[config.mk]
export PLATFORM = sky130hd
export DESIGN_NAME = response_resolver
export DESIGN_NICKNAME = d
export VERILOG_FILES = /design/src/rtl/response_resolver.sv
export SDC_FILE = /design/constraint.sdc
export NUM_CORES = 1
export LEC_CHECK = 0
export BUFFER_PORTS_ARGS = -buffer_cell sky130_fd_sc_hd__buf_2
export CAP_MARGIN = 20
export CORE_ASPECT_RATIO = 1.75
export CORE_UTILIZATION = 30
export DETAILED_ROUTE_END_ITERATION = 8
export GPL_ROUTABILITY_DRIVEN = 0
export MAX_ROUTING_LAYER = met4
export PLACE_DENSITY = 0.55
export REMOVE_ABC_BUFFERS = 1
export SETUP_SLACK_MARGIN = 0.05
export SYNTH_ARGS = -nofsm -noshare
export SYNTH_HDL_FRONTEND = slang
export SYNTH_SLANG_ARGS = --single-unit
[constraint.sdc]
create_clock -name clk -period 3.2 [get_ports clk]
set_clock_uncertainty 0.2 [all_clocks]
set_input_delay 0.48 -clock clk [delete_from_list [all_inputs] [get_ports clk]]
set_output_delay 0.48 -clock clk [all_outputs]
set_load 0.02 [all_outputs]
[src/rtl/response_resolver.sv]
// Multiple-response resolver: captures a match vector and presents each set
// word one at a time, lowest index first, with a valid/next handshake.
//
// Ports:
//   clk, rst         clock; asynchronous active-high reset
//   match_lines      per-word match vector (sampled only on load)
//   load             capture match_lines and start resolution
//   next             consumer accepts the presented responder
//   clear            abort resolution and empty the tags
//   resp_valid       a responder is presented
//   resp_index       index of the presented responder
//   resp_select      one-hot word enable of the responder (0 when not valid)
//   some_responder   tag register non-zero
//   resp_count       responders not yet accepted
//   done             resolution finished, nothing left
module response_resolver #(
  parameter int WORDS = 64,
  parameter int IDXW  = 6
) (
  input  logic             clk,
  input  logic             rst,
  input  logic [WORDS-1:0] match_lines,
  input  logic             load,
  input  logic             next,
  input  logic             clear,
  output logic             resp_valid,
  output logic [IDXW-1:0]  resp_index,
  output logic [WORDS-1:0] resp_select,
  output logic             some_responder,
  output logic [IDXW:0]    resp_count,
  output logic             done
);

  typedef enum logic [1:0] {
    IDLE,
    SCAN,
    PRESENT,
    DONE
  } state_t;

  localparam logic [WORDS-1:0] ONE = WORDS'(1);

  state_t           state;
  state_t           state_nx;
  logic [WORDS-1:0] tags;
  logic [IDXW-1:0]  lo_idx;
  logic [IDXW:0]    ld_count;
  logic             accept;

  // Lowest set tag: scan downward so the smallest index is written last.
  always_comb begin
    lo_idx = '0;
    for (int i = WORDS - 1; i >= 0; i--) begin
      if (tags[i]) lo_idx = IDXW'(i);
    end
  end

  always_comb begin
    ld_count = '0;
    for (int i = 0; i < WORDS; i++) begin
      ld_count = ld_count + (IDXW+1)'(match_lines[i]);
    end
  end

  assign resp_valid     = (state == PRESENT);
  assign done           = (state == DONE);
  assign some_responder = |tags;
  assign resp_select    = resp_valid ? (ONE << resp_index) : '0;
  assign accept         = resp_valid && next;

  always_comb begin
    state_nx = state;
    if (clear) begin
      state_nx = IDLE;
    end else if (load) begin
      state_nx = SCAN;
    end else begin
      unique case (state)
        SCAN:    state_nx = (|tags) ? PRESENT : DONE;
        PRESENT: if (next) state_nx = SCAN;
        default: state_nx = state;
      endcase
    end
  end

  always_ff @(posedge clk or posedge rst) begin
    if (rst) state <= IDLE;
    else     state <= state_nx;
  end

  always_ff @(posedge clk or posedge rst) begin
    if (rst) begin
      tags       <= '0;
      resp_count <= '0;
      resp_index <= '0;
    end else if (clear) begin
      tags       <= '0;
      resp_count <= '0;
      resp_index <= '0;
    end else if (load) begin
      tags       <= match_lines;
      resp_count <= ld_count;
      resp_index <= '0;
    end else if (state == SCAN && (|tags)) begin
      resp_index <= lo_idx;
    end else if (accept) begin
      tags <= tags & ~resp_select;
      if (resp_count != '0) resp_count <= resp_count - 1'b1;
    end
  end

endmodule

==> metrics.sh <==
INTERNAL_POWER_mW=5.709
SWSHARE_PCT=43.72
SYNTHCELLS=734
PERIOD_MINUS_SLACK_PS=5997
KIND_OF_START_POINT_OF_THE_CRITICAL_PATH='input pin'
TIMING.CRITICAL_PATH.TO_TYPE='flip-flop'
NUM-NETS-FINAL=1109
REGISTER_AREA_SQ_UM=1977
CRIT-REG2REG-LAUNCH='tags[16]'
SYNTH_TOP_FAMILY_BY_AREA='simple AND/OR/NAND/NOR gates'
YS_TOP_CELLS_BY_AREA='sky130_fd_sc_hd__dfrtp_1, sky130_fd_sc_hd__fa_1, sky130_fd_sc_hd__a32o_1'
GLOBALROUTEOVERFLOWTOTAL=0
FINALSETUPTNS_PS=-18010
FINAL_LAYOUT_SIZE_SUFFIX_GT1_SHARE_PCT=32.30
MET2_USAGE_PCT=42.98
FRACTION_OF_POWER_CONSUMED_BY_COMBINATIONAL_CELLS_PCT=78.6
CTS.SINKS=79
DIEAREA_SQ_UM=22370
UNREPAIRED_SETUP_ENDPOINTS_AFTER_GLOBAL_ROUTING='yes'
WORST_HOLD_SLACK_PS=-10.54
PLACE_WS_PS=-3374
WORST-ENDPOINT-ARRIVAL_PS=6020
DRT-PASS1-ITER-COUNT=7
YS_DOMINANT_REG_CELL='sky130_fd_sc_hd__dfrtp_1'
MET1_USAGE_PCT=24.45
MAPPEDNETLISTAREA_SQ_UM=6525
DIE_HEIGHT_UM=197.1
CPMAXSTAGEDELAYCELL='sky130_fd_sc_hd__fa_1'
POWER.STATIC_LEAKAGE_nW=4.096
SYNTH-SIMPLE-AREA-SHARE_PCT=22.70
SETUP-VIOLATIONS-FINAL=7
CLOCK_PATH_BUFFERS=2
NUMBER_OF_ANTENNA_VIOLATIONS_AT_THE_FIRST_CHECK_IN_GLOBAL_ROUTING=0
YOSYS.CELL_TYPES.COUNT=58
CP_NUM_CELLS=23
GRT_PASS1_VIAS=6459
SYNTH_EDF_COUNT=0
P_SWITCHING_mW=4.435
FINAL_CELL_MIX='sky130_fd_sc_hd__buf_2, sky130_fd_sc_hd__nor2_1, sky130_fd_sc_hd__buf_4'
SYNTH.YOSYS.WARNINGS=0
SYNTH_ADDER_AREA_SHARE_PCT=20.21
CRIT_TOP_CELL='sky130_fd_sc_hd__fa_1'
GRT_UTIL_MET3_PCT=2.485
WORSTPATHCELLLIST='buf_6 -> fa_1 -> inv_1 -> fa_1 -> inv_2 -> fa_1 -> inv_2 -> fa_1 -> inv_1 -> fa_1 -> inv_2 -> fa_1 -> fa_1 -> fa_1 -> inv_2 -> ha_4 -> fa_2 -> a21oi_2 -> nor2_1 -> nor2_1 -> o21bai_1 -> a21oi_1 -> o31ai_1'
DIE_WIDTH_UM=113.5
GRT_FIRST_PASS_WIRELENGTH_UM=37540
ROUTED_ANTENNA_NETS=0
CORE.ROWCOUNT=71
DESIGN.PORTCOUNT=149
SEQUENTIALPOWERSHARE_PCT=11.9
YS_ASYNC_SR_FRACTION_PCT=100.0
FINAL.PERIOD_UTILIZATION_PCT=187.4
R2R_SETUP_SLACK_PS=120
DETAILED_ROUTE_WIRE_LENGTH_PER_CELL_UM=19.52
CELLPOWERDENSITY_nW_PER_UM2=1161
PATH_CLK_SLEW_PS=60
GROUTE.USAGE.OVERALL_PCT=23.46
WORST-R2R-CELL-COUNT=8
YOSYS.AREA.TOP_TYPE_SHARE_PCT=30.30
SLEW_VIOLATIONS=0
CORE_AREA_SQ_UM=21410
TIGHTESTPINTRANSITION_PS=943.3
VIA_COUNT=6494
DETAILEDPLACEMENTHPWL_UM=19830
FIN_WS_PS=-2797
SYNTH_SEQUENTIAL_AREA_RATIO_PCT=30.30
LAYOUT-AREA-OVERHEAD-VS-SYNTH_PCT=33.90
SYNTH_XOR_AREA_SHARE_PCT=1.074
CRIT_FAMILY='adder cells'
SYN_AVG_CELL_AREA_SQ_UM=8.890
MAX-CAP-VIOLATIONS=0
HOLD_VIOLATIONS=3
MULTI_INPUT_COMB_AREA_SQ_UM=4098
NUMBER_OF_BUFFERS_CREATED_BY_CTS=9
LAYOUT_COMMONEST_CELL='sky130_fd_sc_hd__buf_2'
CTS_TREE='done'
WIRELENGTH_UM=24670
OUTCOME='finished, violations left'
REGTOREGENDPOINT='tags[3]'
DETAIL_ROUTE.DRC_VIOLATIONS=0
ROOT_BUFFER='sky130_fd_sc_hd__clkbuf_16'
TIMING.MAX_SLEW.REL_SLACK_PCT=35.49
POST_DRT_VIA_CELL_RATIO=5.138
GRT_START_MAX_NET_PINS=80
SYNTH-COMPOUND-AREA-SHARE_PCT=17.68
YS_FF_LATCH=79
WORSTPATHREQUIRED_PS=3220
DRTITER0DRC=415
FINAL_ANTENNA_DIODE_COUNT=0
IRDROPWORSTVDD_mV=1.908
VIOLATED_CHECKS='negative hold slack, negative setup slack'
MAX_STAGE_DELAY_PS=560
FMAX_ACHIEVED_MHz=166.8
WORSTPATHBUFFERINVERTERCOUNT=7
MUX_CONTRIBUTION_TO_SYNTHESIZED_AREA_PCT=0.1534
MIN-DELAY-PATH-CLASS='in2async'
NETLIST.TOP_CELL.BY_AREA='sky130_fd_sc_hd__dfrtp_1'
GRT.BUSIEST_LAYER='met2'
CRIT_PATH_END='resp_count[6]'
STARTING_DENSITY_OF_THE_CORE_PCT=30.48
INSERTION_DELAY_PS=360
WORSTSETUPPATHTYPE='in2reg'
WORST-PATH-MAX-FANOUT=2
POWER_FRAC_CLOCK_PCT=9.6
LAYOUT.FILLER_CELLS=2213
CTS.HTREE.LEVELS=3
BUFFER_PORTS.INSERTED=148
STARTPOINT='match_lines[53]'
power by group through the flow:
stage | Clock [mW] | Combinational [mW] | Sequential [mW]
after detailed placement | 0 | 7.24 | 1.22
after CTS | 0.982 | 7.57 | 1.20
after global routing | 1.03 | 8.94 | 1.21
final | 0.969 | 7.97 | 1.20
after global placement | 0 | 7.21 | 1.22
after floorplan | 0 | 4.67 | 1.23
flip-flops by register name (all words and copies together), names as in the netlist:
name and flops:
resp_count 7, resp_index 6, state 2, tags 64
cell families (layout without fill, tap and decap cells):
kind of cell,count (synthesis),after routing
compound gates,141,141
xor+xnor,8,8
fa+ha+maj,73,73
buf+inv,135,373
flops,79,79
mux,1,1
simple gates,297,297
final cells by class:
| cell class | count | area share (%) |
|---|---|---|
| multi-input combinational | 520 | 46.90 |
| sequential | 79 | 22.63 |
| timing repair buffer | 253 | 18.76 |
| inverter | 104 | 4.482 |
| tap | 292 | 4.182 |
| clock buffer | 10 | 2.621 |
| clock inverter | 6 | 0.4296 |
worst min path at each step:
| stage | startpoint | to | cells past startpoint |
|---|---|---|---|
| after global routing | rst | tags[37] | 3 |
| after floorplan | tags[7] | tags[7] | 1 |
| after detailed placement | tags[7] | tags[7] | 1 |
| final | rst | tags[49] | 3 |
| after CTS | rst | tags[49] | 3 |
| after global placement | tags[7] | tags[7] | 1 |
synthesized netlist by cell type, drive strengths merged, types with 11 or more instances:
library cell	count
nor4	21
fa	54
o21ai	15
inv	103
clkbuf	26
nand2b	11
nand2	78
a32o	64
nor3	25
nor2	110
a21oi	22
ha	19
dfrtp	79
timing repair:
item | in CTS | in global routing
hold buffers | 0 | 0
buffers inserted | 0 | 1
resized for setup | 12 | 12
setup endpoints to repair | 7 | 11
pin swaps | 15 | 16
hold endpoints to repair | 0 | 0
routing by layer:
metal	wire (um)	part of all wire, %
met2	13450	55
met4	1258	5.1
met3	1046	4.2
met5	0	0
met1	8915	36
tightest hold or removal path, stage by stage:
cell and delay [ps]:
sky130_fd_sc_hd__buf_2 100, sky130_fd_sc_hd__clkinv_2 50, sky130_fd_sc_hd__buf_12 340
metrics by stage:
step | cells | power [mW] | hold slack [ps] | area, sq um | utilization (%)
2_1_floorplan | 703 | 5.901 | 321.6 | 6401 | -
3_3_place_gp | 1247 | 8.426 | 341.8 | 8392 | 39.20
3_5_place_dp | 1247 | 8.465 | 348.7 | 8392 | 39.20
4_1_cts | 1263 | 9.751 | 35.02 | 8692 | 40.60
5_1_grt | 1264 | 11.18 | 41.39 | 8737 | 40.81
6_report | 1264 | 10.14 | -10.54 | 8737 | 40.81
Power figures use the tool's default switching activity.
